[config.mk]
export PLATFORM = sky130hd
export DESIGN_NAME = mutex_req_ctrl
export DESIGN_NICKNAME = d
export VERILOG_FILES = /design/src/rtl/mutex_req_ctrl.sv
export SDC_FILE = /design/constraint.sdc
export NUM_CORES = 1
export LEC_CHECK = 0
export ABC_CLOCK_PERIOD_IN_PS = 2080
export CELL_PAD_IN_SITES_DETAIL_PLACEMENT = 1
export CELL_PAD_IN_SITES_GLOBAL_PLACEMENT = 1
export CORE_MARGIN = 2
export CORE_UTILIZATION = 42
export DETAILED_ROUTE_END_ITERATION = 6
export PLACE_DENSITY = 0.8
export SLEW_MARGIN = 20
export SYNTH_ARGS = -nofsm -noshare
export SYNTH_HDL_FRONTEND = slang
export SYNTH_SLANG_ARGS = --single-unit
[constraint.sdc]
create_clock -name clk -period 2.08 [get_ports clk]
set_input_delay 0.52 -clock clk [delete_from_list [all_inputs] [get_ports clk]]
set_output_delay 0.52 -clock clk [all_outputs]
set_load 0.05 [all_outputs]
[src/rtl/mutex_req_ctrl.sv]
// Per-input-port request controller feeding the router mutex: buffers flits,
// holds a 4-phase req/grant handshake for the duration of each packet.
module mutex_req_ctrl #(
    parameter int unsigned DATA_W      = 16,
    parameter int unsigned FIFO_DEPTH  = 4,
    parameter int unsigned SYNC_STAGES = 2
) (
    input  logic              clk,
    input  logic              reset,
    input  logic              in_valid,
    output logic              in_ready,
    input  logic [DATA_W-1:0] in_data,
    input  logic              in_head,
    input  logic              in_tail,
    output logic              req,
    input  logic              grant,
    output logic              out_valid,
    input  logic              out_ready,
    output logic [DATA_W-1:0] out_data,
    output logic              out_tail,
    output logic              drop_err,
    output logic              proto_err
);

    localparam int unsigned AW = (FIFO_DEPTH > 1) ? $clog2(FIFO_DEPTH) : 1;
    localparam int unsigned EW = DATA_W + 2;
    localparam logic [AW:0] DEPTH_C = (AW + 1)'(FIFO_DEPTH);

    typedef enum logic [1:0] {
        IDLE = 2'd0,
        REQ  = 2'd1,
        XFER = 2'd2,
        REL  = 2'd3
    } state_t;

    state_t state, next_state;

    logic [EW-1:0]          mem [FIFO_DEPTH];
    logic [AW-1:0]          wr_ptr, rd_ptr;
    logic [AW:0]            count;
    logic                   full, empty;
    logic                   push, pop;
    logic                   accept_en;
    logic [EW-1:0]          head_entry;
    logic                   head_bit, tail_bit;
    logic [SYNC_STAGES-1:0] sync_q;
    logic                   grant_s;
    logic                   fwd_pop, drop, set_proto, req_d;

    // ---------------- input buffer ----------------
    assign full       = (count == DEPTH_C);
    assign empty      = (count == '0);
    // accept_en keeps in_ready low while reset is held and until the first edge after release
    assign in_ready   = accept_en & ~full;
    assign push       = in_valid & in_ready;
    assign pop        = fwd_pop | drop;
    assign head_entry = mem[rd_ptr];
    assign head_bit   = head_entry[EW-1];
    assign tail_bit   = head_entry[EW-2];

    always_ff @(posedge clk) begin
        if (push) mem[wr_ptr] <= {in_head, in_tail, in_data};
    end

    always_ff @(posedge clk or negedge reset) begin
        if (!reset) begin
            wr_ptr <= '0;
            rd_ptr <= '0;
            count  <= '0;
        end else begin
            if (push) wr_ptr <= wr_ptr + 1'b1;
            if (pop)  rd_ptr <= rd_ptr + 1'b1;
            case ({push, pop})
                2'b10:   count <= count + 1'b1;
                2'b01:   count <= count - 1'b1;
                default: count <= count;
            endcase
        end
    end

    // ---------------- grant synchronizer ----------------
    always_ff @(posedge clk or negedge reset) begin
        if (!reset) sync_q <= '0;
        else        sync_q <= {sync_q[SYNC_STAGES-2:0], grant};
    end
    assign grant_s = sync_q[SYNC_STAGES-1];

    // ---------------- FSM: state register ----------------
    always_ff @(posedge clk or negedge reset) begin
        if (!reset) begin
            state     <= IDLE;
            req       <= 1'b0;
            drop_err  <= 1'b0;
            proto_err <= 1'b0;
            accept_en <= 1'b0;
        end else begin
            state     <= next_state;
            req       <= req_d;
            drop_err  <= drop;
            accept_en <= 1'b1;
            if (set_proto) proto_err <= 1'b1;
        end
    end

    // ---------------- FSM: next state ----------------
    always_comb begin
        next_state = state;
        case (state)
            IDLE: if (!empty && head_bit)  next_state = REQ;
            REQ:  if (grant_s)             next_state = XFER;
            XFER: if (fwd_pop && tail_bit) next_state = REL;
            REL:  if (!grant_s)            next_state = IDLE;
            default:                       next_state = IDLE;
        endcase
    end

    // ---------------- FSM: outputs ----------------
    always_comb begin
        out_valid = (state == XFER) && !empty;
        fwd_pop   = out_valid && out_ready;
        drop      = (state == IDLE) && !empty && !head_bit;
        set_proto = (state == XFER) && !grant_s;
        // req is registered from the next state so it only rises out of IDLE and falls on the tail pop
        req_d     = (next_state == REQ) || (next_state == XFER);
        out_data  = out_valid ? head_entry[DATA_W-1:0] : '0;
        out_tail  = out_valid ? tail_bit : 1'b0;
    end

endmodule

==> results of run 1 <==
[sequential cells by signal, indices dropped and copies added (netlist names)]
signal,flops
mem,72
count,3
rd_ptr,2
state,2
sync_q,2
wr_ptr,2
accept_en,1
drop_err,1
proto_err,1
req,1
[routing by layer]
metal / GRT usage, % / wire (um) / vias to the layer above
met3: 3.67 / 230 / 12
met4: 9.30 / 157 / 0
met1: 23.0 / 3100 / 979
li1: - / - / 843
met5: 0 / 0 / -
met2: 32.7 / 4280 / 44
[critical path: cells and delay by family, from the launching register on]
family	cells	cell delay (ns)
DFF	1	0.45
buffers and inverters	2	0.32
muxes	1	0.54
and+or+nand+nor	1	0.20
[cell type report]
type,count,area (sq um)
fill,749,3480
clock inverter,7,95.1
multi-input combinational,76,961
tap,105,131
timing repair buffer,72,739
clock buffer,9,124
inverter,7,26.3
sequential,87,2540
[cell usage after synthesis (all sizes together), types with 2 or more instances]
cell / number / share of area, %
buf: 4 / 0.83
xor2: 3 / 0.98
mux4: 18 / 12
clkbuf: 4 / 0.43
xnor2: 4 / 1.0
and3: 22 / 4.0
dfrtp: 15 / 11
ha: 5 / 1.8
nor2: 3 / 0.33
o21ai: 2 / 0.29
edfxtp: 72 / 63
nand2: 3 / 0.33
inv: 7 / 0.76
[path summary, 6_finish.rpt]
path                                  startpoint               endpoint  depth (start not counted)
min in group asynchronous                  reset          req$_DFF_PN0_                          2
min reg2reg                  sync_q[0]$_DFF_PN0_    sync_q[1]$_DFF_PN0_                          0
min                          sync_q[0]$_DFF_PN0_    sync_q[1]$_DFF_PN0_                          0
max reg2reg                rd_ptr[0]$_DFFE_PN0N_   count[2]$_DFFE_PN0P_                          9
max in group asynchronous                  reset  rd_ptr[0]$_DFFE_PN0N_                          2
max                        rd_ptr[0]$_DFFE_PN0N_               out_tail                          4
[cells by family after synthesis]
group           count (synthesis)  share of synthesized area (%)
mux                            20                           12.4
buf+inv                        15                           2.03
simple gates                   37                           6.70
fa+ha+maj                       6                           2.39
compound gates                  5                          0.942
xor+xnor                        7                           1.99
other cells                     1                          0.109
flops                          87                           73.5
[power groups by stage]
stage	registers (mW)	clock network, mW	logic (mW)
after global routing	2.36	1.38	3.25
final	2.33	1.29	3.06
after global placement	2.31	0	2.59
after detailed placement	2.35	0	2.68
after floorplan	2.36	0	1.79
after CTS	2.32	1.31	3.01
[repair_timing]
| action | CTS | global route |
|---|---|---|
| endpoints found under the setup margin | 19 | 21 |
| buffers inserted | 3 | 2 |
| gates resized for setup | 33 | 3 |
| cloned | 0 | 1 |
| hold buffers | 0 | 0 |
| pin swaps | 4 | 4 |
[per-stage QoR]
stage	setup slack, ns	cell area (sq um)	power, mW	hold WS (ns)
after floorplan	-0.172	3510	4.16	0.224
after global placement	-0.266	4190	4.90	0.333
after detailed placement	-0.347	4190	5.03	0.351
after CTS	-0.355	4570	6.64	0.370
after global routing	-0.425	4620	6.99	0.379
final	-0.297	4620	6.67	0.368
==> reports/results.ini, run 1 <==
[outcome]
outcome = finished, violations left
violations = negative setup slack

[worst_setup_path]
setup.worst_path.start_class = flop
path_cells = buf_12 > mux4_2 > and3_4 > buf_6
crit_required_ns = 1.56
crit_type = reg -> out
worst_ep_arrival_time_ns = 1.86
reg2reg_slack_ns = -0.28
worstPathMaxFanout = 9
end_kind = output port
max_stage_delay_ns = 0.54
cp_slowest_cell = mux4_2

[synth]
yosysSeqAreaShare_pct = 73.5
synthArstFlopShare_pct = 17.2
synth_seq_cells = 87
synth_warnings = 0
syn-cell-area_sq_mm = 0.00345
synth.distinct_cells = 32
synth_edf_count = 72
syn_area_per_cell_sq_um = 19.4
syn_inst = 178
synth_fp_nets = 207
synthFlopType = edfxtp_1

[cts]
clk_pin_slew_ns = 0.09
cts_tree = done
clk_latency_ns = 0.35
cts_max_level = 3
clock_sinks = 87
cts_buffer_depth = 2
cts_buffers = 9
cts-root-buf = clkbuf_8

[routing]
num_vias = 1878
wire_per_inst_um = 21.4
drtIter0Drc = 121
first_pass_iters = 4
drt-total-wl_um = 7760
ant_nets = 0
viasPerCell = 5.17
drcViolationCount = 0

[finish]
fin_cells = 363
area_delta_synth_final_pct = 33.7
antenna_cells = 0
final_common_cell = edfxtp_1
drive_gt1_share_pct = 41.1
nNetsFinal = 282
fin_util_pct = 57.0
final_cell_mix = edfxtp_1 (72), buf_4 (25), clkdlybuf4s50_1 (23), mux4_2 (18)

[pwr]
ir_drop_mv = 0.612
pwr-share-seq_pct = 34.9
p_sw_mw = 2.39
pwr-share-comb_pct = 45.8
p_int_mw = 4.28
p_per_area_mw_per_mm2 = 1450
leakage_nw = 1.71
switching_share_pct = 35.8
p_clk_share_pct = 19.3

[min_path]
holdCritPathClass = reg -> reg

[grt]
grt.overflow.total = 0
grt_pass1_vias = 2216
grt_pass1_wl_um = 12100
grtUsageTotal_pct = 19.0
grt_max_degree = 20
antenna_found_initial = 0

[timing]
finalCriticalPeriod_ns = 2.38
hold_viol_final = 0
worstMarginPinSlew_ns = 0.503
skew_ns = 0.0118
finalWorstSetupSlack_ns = -0.297
slew_headroom_pct = 66.4
rsz0062_at_grt = true
final_max_slew_viol_count = 0
min_period_over_period_pct = 114
finalSetupTns_ns = -5.02
report.final.setup_viol = 19
fmax_ghz = 0.421

[floorplan]
design.die.area_sq_mm = 0.00896
coreArea_sq_mm = 0.00809
die_w_um = 94.7
start_util_pct = 42.7
die_height_um = 94.7
ioPinCount = 45
num_rows = 33

[place]
portBuffers = 44
hpwl_um = 5140
place_congestion = 0.724
dp_cells = 341

[job]
drv_cap = 0

No activity file was read; power rests on OpenSTA's default activity.
==> run 2: changes to the inputs <==
--- a/config.mk
+++ b/config.mk
@@ -12,6 +12,7 @@
 export CORE_UTILIZATION = 42
 export DETAILED_ROUTE_END_ITERATION = 6
 export PLACE_DENSITY = 0.8
+export SETUP_SLACK_MARGIN = 0.15
 export SLEW_MARGIN = 20
 export SYNTH_ARGS = -nofsm -noshare
 export SYNTH_HDL_FRONTEND = slang
==> run 2 against run 1 <==
Effect of this change:
- the flow still finishes with violations (negative setup slack)
- non-clock buffer count did not move
- clock power about the same
- routed wire length decreased by 4.1%
- global-route usage shrank 1.3 points
- critical endpoint is now out_data[8]
- largest power group unchanged
- sequential power about the same
- via count rose by 0.27%
- clock skew down 0.0017 ns
- critical path type unchanged
- final cell count did not move
==> reports/results.ini, run 2 (synthesized netlist as in run 1, its figures left out) <==
[outcome]
violations = negative setup slack
outcome = finished, violations left

[pwr]
power.total_mw = 6.87
ir_drop_mv = 0.633
leakage_nw = 1.71
p_per_area_mw_per_mm2 = 1460

[min_path]
holdCritPathClass = reg -> reg

[finish]
final_cell_mix = edfxtp_1 (72), clkdlybuf4s50_1 (22), mux4_2 (18), buf_6 (18)
regMostFlops = mem
nFillCells = 744
drive_gt1_share_pct = 43.0
largest_reg_flops = 72
final_common_cell = edfxtp_1
fin_cells = 363
area_delta_synth_final_pct = 36.1
antenna_cells = 0
nNetsFinal = 282
reg_top3 = mem x72, count x3

[place]
dp_cells = 336
portBuffers = 44
hpwl_um = 4340
place_congestion = 0.749

[floorplan]
die_height_um = 94.7
die_w_um = 94.7
coreArea_sq_mm = 0.00809
ioPinCount = 45
design.die.area_sq_mm = 0.00896
num_rows = 33
start_util_pct = 42.7

[cts]
cts_buffers = 9
cts_max_level = 3
cts_tree = done
cts-root-buf = clkbuf_8
cts_buffer_depth = 2
holdBufCountCts = 0
clk_latency_ns = 0.35
clock_sinks = 87
clk_pin_slew_ns = 0.10

[grt]
grt_pass1_wl_um = 11400
grt.overflow.total = 0
grt_pass1_vias = 1993
antenna_found_initial = 0
grt_max_degree = 20
grtUsageTotal_pct = 17.8

[timing]
finalWorstSetupSlack_ns = -0.421
hold_viol_final = 0
min_period_over_period_pct = 120
skew_ns = 0.0101
whs_ns = 0.360
fmax_ghz = 0.400
report.final.setup_viol = 19
finalCriticalPeriod_ns = 2.50
final_max_slew_viol_count = 0
rsz0062_at_grt = true

[routing]
drcViolationCount = 0
drt-total-wl_um = 7450
num_vias = 1883
wire_per_inst_um = 20.5
first_pass_iters = 4
ant_nets = 0
viasPerCell = 5.19
drtIter0Drc = 100

[worst_setup_path]
crit_required_ns = 1.56
worstPathMaxFanout = 6
worst_ep_arrival_time_ns = 1.98
crit_type = reg -> out
end_kind = output port
setup.worst_path.start_class = flop

[job]
drv_cap = 0

run 2: final cells by class:
cell class	instances	area, sq um	area share (%)
multi-input cells	76	973	20.7
flip-flops and latches	87	2540	54.1
clock inverters	7	104	2.21
repair buffers	72	800	17.0
well taps	105	131	2.80
clock buffers	9	124	2.64
inverters	7	26.3	0.559
run 2: worst max-delay path: stages (launching register included):
cell and delay, ns:
dfrtp_2 0.45, buf_6 0.12, buf_6 0.10, buf_16 0.11
mux4_2 0.50, and3_4 0.20, buf_6 0.15
run 2: path summary, 6_finish.rpt:
path / start / end / slack [ns] / cells after the start
setup / recovery: rd_ptr[0]$_DFFE_PN0N_ / out_data[8] / -0.42 / 6
hold / removal: sync_q[0]$_DFF_PN0_ / sync_q[1]$_DFF_PN0_ / 0.36 / 0
setup reg to reg: rd_ptr[0]$_DFFE_PN0N_ / count[2]$_DFFE_PN0P_ / -0.37 / 9
hold reg to reg: sync_q[0]$_DFF_PN0_ / sync_q[1]$_DFF_PN0_ / 0.36 / 0
max in group asynchronous: reset / state[1]$_DFF_PN0_ / 1.40 / 2
min in group asynchronous: reset / accept_en$_DFF_PN0_ / 0.48 / 2
run 2: per-stage QoR:
stage	setup WS [ns]	cell area, sq um	setup TNS (ns)	util (%)
6_report	-0.421	4700	-6.07	58.1
5_1_grt	-0.495	4700	-7.46	58.1
4_1_cts	-0.366	4650	-5.84	57.4
3_5_place_dp	-0.272	4210	-1.46	52.0
3_3_place_gp	-0.199	4210	-0.919	52.0
2_1_floorplan	-0.126	3540	-0.126	-
run 2: where the power goes:
part	total (mW)	leakage, nW	internal (mW)	switching [mW]
sequential	2.34	0.825	2.17	0.167
clock	1.32	0.108	0.691	0.628
combinational	3.21	0.775	1.56	1.66
total	6.87	1.71	4.42	2.45
run 2: what timing repair did:
| item | CTS | global route |
|---|---|---|
| buffers inserted | 6 | 4 |
| resized for setup | 43 | 6 |
| pin swaps | 4 | 3 |
| endpoints found under the setup margin | 24 | 22 |
| endpoints found under the hold margin | 0 | 0 |
| cloned | 1 | 0 |
run 2: metal layers:
layer	wire, um	up-vias	GRT usage (%)
met4	148	0	6.88
met1	3080	985	22.5
met2	3970	44	30.1
met5	0	-	0
met3	248	12	3.67
li1	-	842	-
==> RTL change 1 (settings of run 2) <==
The 4 states of `state_t` get a one-hot encoding in 4 bits.
--- a/src/rtl/mutex_req_ctrl.sv
+++ b/src/rtl/mutex_req_ctrl.sv
@@ -28,7 +28,7 @@
 
-    typedef enum logic [1:0] {
-        IDLE = 2'd0,
-        REQ  = 2'd1,
-        XFER = 2'd2,
-        REL  = 2'd3
+    typedef enum logic [3:0] {
+        IDLE = 4'b0001,
+        REQ  = 4'b0010,
+        XFER = 4'b0100,
+        REL  = 4'b1000
     } state_t;
Function: no difference found for any inputs over 10 cycles, from zero or initial values and one cycle with reset low; not proved beyond that.
==> RTL change 1 against run 2 <==
  * The flow still finishes with violations (negative setup slack)
  * Non-clock buffer count is 17 higher
  * Cell area grew 7.3%
  * Worst setup slack lost 0.022 ns
  * Critical path depth did not move
  * Sequential cell count up 2
  * Via count increased by 12%
  * Wire length is 23% higher
  * Area after synthesis up 4.2%
  * Clock skew shrank 0.0033 ns
  * Cell count grew 7.2%
  * Total power shrank 9.2%
  * Sequential share of layout area fell by 2.6 points
  * Critical endpoint is now out_data[2]
  * Largest cell class unchanged
==> RTL change 1: results (changes against run 2) <==
[placement]
place_congestion = 0.716  ; -4.4%
dp_slack_ns = -0.278  ; -0.00563 ns
dp_hpwl_um = 4570  ; +5.3%

[worst_setup_path]
cp_data_arrival_time_ns = 2.00  ; +0.02 ns
slowest_delay_ns = 0.51
cp_max_fo = 7  ; +1
cpLargestDelayFamily = buffers and inverters

[grt]
gr-usage-met2_pct = 37.5  ; +7.4 points
grt_pass1_vias = 2315  ; +16%
use_met1_pct = 27.0  ; +4.5 points
grt_pass1_wl_um = 13900  ; +22%
grt_usage_pct = 21.7  ; +3.9 points
grt_max_degree = 19  ; -5.0%
grtUsageMet3_pct = 4.81  ; +1.1 points

[sta]
holdWs_ns = 0.364  ; +0.00371 ns
setup_violations = 20  ; +1
worst_clock_skew_ns = 0.00684  ; -0.00328 ns
setup_slack_ns = -0.443  ; -0.0216 ns

[yosys]
async_reset_ff_share_pct = 19.1  ; +1.9 points
synth.top_cells.by_count = 72 x edfxtp_1, 20 x and3_1, 16 x dfrtp_1
synth-compound-area-share_pct = 1.95  ; +1.0 points
synth_fa_ha_area_share_pct = 2.29  ; -0.097 points
synthXorXnorAreaFrac_pct = 1.46  ; -0.53 points
synth.distinct_cells = 38  ; +19%
syn_nets = 214  ; +3.4%
synth_seq_area_share_pct = 71.9  ; -1.6 points

[drt]
vias = 2110  ; +12%
wl_met2_um = 4880  ; +23%
wl_met3_um = 335  ; +35%
drtIter0Drc = 113  ; +13%
wl_met1_um = 3760  ; +22%
wl_per_cell_um = 23.6  ; +15%

[final_layout]
n_antenna_cell = 0  ; unchanged
fill_cells = 737  ; -0.94%
drive_gt1_share_pct = 49.6  ; +6.6 points
nets = 308  ; +9.2%
largest_registers = mem x72, state x4, count x3

[outcome]
violations = negative setup slack
status = complete, but fails checks

[pwr]
ir_drop_v = 0.000504  ; -20%
p_switching_uw = 2050  ; -17%
leakage_uw = 0.00189  ; +10%

[clocking]
root_buffer = clkbuf_8
ctsResizeCount = 65  ; +51%
cts_setup_buffers = 16  ; +10
cts_buffers = 9  ; unchanged

RTL change 1: logic make-up (layout without fill, tap and decap cells):
group                    count (synthesis)  in the layout
flip-flops                              89             89
AND/OR/NAND/NOR                         38             40
multiplexers                            20             20
buffers and inverters                   17            114
AO/OA/AOI/OAI                            8              8
adder cells (fa/ha/maj)                  6              6
XOR/XNOR                                 6              6
other                                    1              1
RTL change 1: per-stage QoR:
| stage | setup TNS, ns | cell area [um^2] | instances | utilization [%] |
|---|---|---|---|---|
| 2_1_floorplan | -0.434 | 3710 | 185 | - |
| 3_3_place_gp | -1.53 | 4390 | 348 | 53.2 |
| 3_5_place_dp | -2.20 | 4390 | 348 | 53.2 |
| 4_1_cts | -5.98 | 4980 | 386 | 60.3 |
| 5_1_grt | -8.13 | 5040 | 389 | 61.1 |
| 6_report | -7.14 | 5040 | 389 | 61.1 |
RTL change 1: layout make-up:
cell class | instances | share of cell area [%]
sequential | 89 | 51.4
multi-input combinational | 81 | 20.8
timing repair buffer | 89 | 20.3
tap | 105 | 2.61
clock buffer | 9 | 2.46
clock inverter | 7 | 1.66
inverter | 9 | 0.744
RTL change 1: power by group through the flow:
stage	Combinational (uW)	Sequential [uW]	Clock (uW)
3_5_place_dp	1910	2380	0
6_report	2570	2420	1250
5_1_grt	2720	2440	1340
3_3_place_gp	1840	2360	0
2_1_floorplan	1240	2450	0
4_1_cts	2410	2390	1260
RTL change 1: final timing paths:
kind	startpoint	to	cells after the start
max	rd_ptr[0]	out_data[2]	6
min	sync_q[0]	sync_q[1]	0
max reg2reg	rd_ptr[0]	count[2]	10
min reg2reg	sync_q[0]	sync_q[1]	0
max in group asynchronous	reset	state[0]	2
min in group asynchronous	reset	rd_ptr[1]	2
==> RTL change 2 (config.mk and constraints of run 2) <==
Without the edit above. The parameter `DATA_W` goes from 16 to 20.
--- a/src/rtl/mutex_req_ctrl.sv
+++ b/src/rtl/mutex_req_ctrl.sv
@@ -3,3 +3,3 @@
 module mutex_req_ctrl #(
-    parameter int unsigned DATA_W      = 16,
+    parameter int unsigned DATA_W      = 20,
     parameter int unsigned FIFO_DEPTH  = 4,
Ports: changed (resized in_data and out_data); port bits go from 45 to 53. The function was not compared with the original's and may differ.
==> RTL change 2 against run 2 <==
  * The run still ends with negative setup slack left
  * Sequential cell count rose by 16
  * Cell area increased by 13%
  * Wire length rose by 17%
  * Worst setup slack improved by 0.078 ns
  * Area after synthesis is 17% higher
  * Total power rose by 7.1%
  * Utilization decreased by 0.69 points
  * Global-route usage fell by 0.42 points
==> RTL change 2: results (changes against run 2) <==
[yosys]
yosysWarnings = 0  ; unchanged
syn_nets = 236  ; +14%
synthMuxAreaShare_pct = 12.8  ; +0.48 points
ys_top_cells_by_area = edfxtp_1 65%, mux4_2 12%, dfrtp_1 9.3%
synth.top_cells.by_count = 88 x edfxtp_1, 26 x and3_1, 21 x mux4_2
synthXorXnorAreaFrac_pct = 1.70  ; -0.30 points
synth-compound-area-share_pct = 0.802  ; -0.14 points
syn_area_per_cell_um2 = 20.0  ; +3.0%
synth_seq_area_share_pct = 74.4  ; +0.94 points
synth_edf_count = 88  ; +22%
synth.distinct_cells = 34  ; +6.3%
synth_fa_ha_area_share_pct = 2.04  ; -0.35 points
async_reset_ff_share_pct = 14.6  ; -2.7 points

[grt]
grt_max_degree = 24  ; +20%
grtUsageMet3_pct = 2.87  ; -0.80 points
grt_usage_pct = 17.4  ; -0.42 points
antenna_found_initial = 0  ; unchanged
grt_pass1_wl_um = 13000  ; +14%
grt_pass1_vias = 2428  ; +22%
gr-usage-met2_pct = 31.6  ; +1.5 points
use_met1_pct = 20.9  ; -1.7 points

[placement]
dpl-instance-area_um2 = 4920  ; +17%
dp_hpwl_um = 5300  ; +22%
port_buffers = 52  ; +18%
place_congestion = 0.728  ; -2.9%
dp_cells = 393  ; +17%
dp_slack_ns = -0.324  ; -0.0512 ns

[final_layout]
largest_registers = mem x88, count x3
nets = 318  ; +13%
n_antenna_cell = 0  ; unchanged
drive_gt1_share_pct = 42.4  ; -0.66 points
fill_cells = 841  ; +13%
final_cells = 417  ; +15%

[drt]
wl_per_cell_um = 20.8  ; +1.5%
drtIter0Drc = 58  ; -42%
drt_first_pass_iters = 4  ; unchanged
drc_errors = 0  ; unchanged
vias = 2142  ; +14%

[outcome]
violations = negative setup slack
status = complete, but fails checks

[clocking]
cts_buffers = 9  ; unchanged
root_buffer = clkbuf_8
clockBufferDepth = 2  ; unchanged
clk-insertion-delay-late_ns = 0.35  ; about the same
clk_pin_slew_ns = 0.09

[sta]
worst_clock_skew_ns = 0.0146  ; +0.00449 ns
slew_headroom_pct = 66.2
tns_ns = -6.16  ; -0.0806 ns
setup_slack_ns = -0.343  ; +0.0785 ns
setup_violations = 23  ; +4
drv_slew = 0  ; unchanged

[pwr]
leakage_uw = 0.00190  ; +11%
powerDensity_nw_per_um2 = 1380  ; -5.5%
ir_drop_v = 0.000576  ; -9.0%

[min_path]
hold_class = reg2reg

[worst_setup_path]
cp_data_arrival_time_ns = 2.69  ; +0.71 ns
cp_max_fo = 3  ; -3

==> RTL change 2: worst paths after layout <==
path                       cells after the start         to      start  slack, ns
max in group asynchronous                      2   count[0]      reset       1.19
setup reg to reg                               9   count[2]  rd_ptr[0]      -0.34
hold / removal                                 0  sync_q[1]  sync_q[0]       0.38
setup / recovery                               9   count[2]  rd_ptr[0]      -0.34
min in group asynchronous                      1   state[1]      reset       0.43
hold reg to reg                                0  sync_q[1]  sync_q[0]       0.38
==> RTL change 2: area by class of cell <==
class | instances | area share, %
Clock buffer | 10 | 2.40
Clock inverter | 4 | 0.282
Inverter | 7 | 0.540
Multi-Input combinational cell | 84 | 20.9
Sequential cell | 103 | 56.7
Tap cell | 129 | 3.03
Timing Repair Buffer | 80 | 16.2
==> RTL change 2: logic make-up (layout without fill, tap and decap cells) <==
kind of cell | after synthesis | after routing
compound gates | 5 | 5
simple gates | 41 | 41
fa+ha+maj | 6 | 6
other cells | 1 | 1
flops | 103 | 103
xor+xnor | 7 | 7
mux | 24 | 24
buf+inv | 16 | 101
==> RTL change 2: power breakdown <==
group	switching, uW	internal [uW]
sequential	163	2560
clock	617	408
combinational	1910	1700
==> RTL change 2: routing by layer <==
layer  up-vias  share of wire, %
li1        967                 -
met1      1118                41
met2        51                55
met3         6               3.1
met4         0              0.92
met5         -                 0
==> RTL change 2: timing repair <==
item / 4_1_cts / 5_1_grt
setup buffers: 6 / 4
endpoints found under the setup margin: 28 / 25
gates resized for setup: 46 / 9
pin swaps: 3 / 2
==> RTL change 2: worst max-delay path: stages, from the launching register on <==
cell     delay [ns]
dfrtp_2        0.45
mux4_2         0.56
nor4_4         0.17
or2_4          0.19
ha_4           0.13
inv_2          0.04
fa_2           0.33
xor2_1         0.15
nor2_1         0.13
xor2_1         0.19
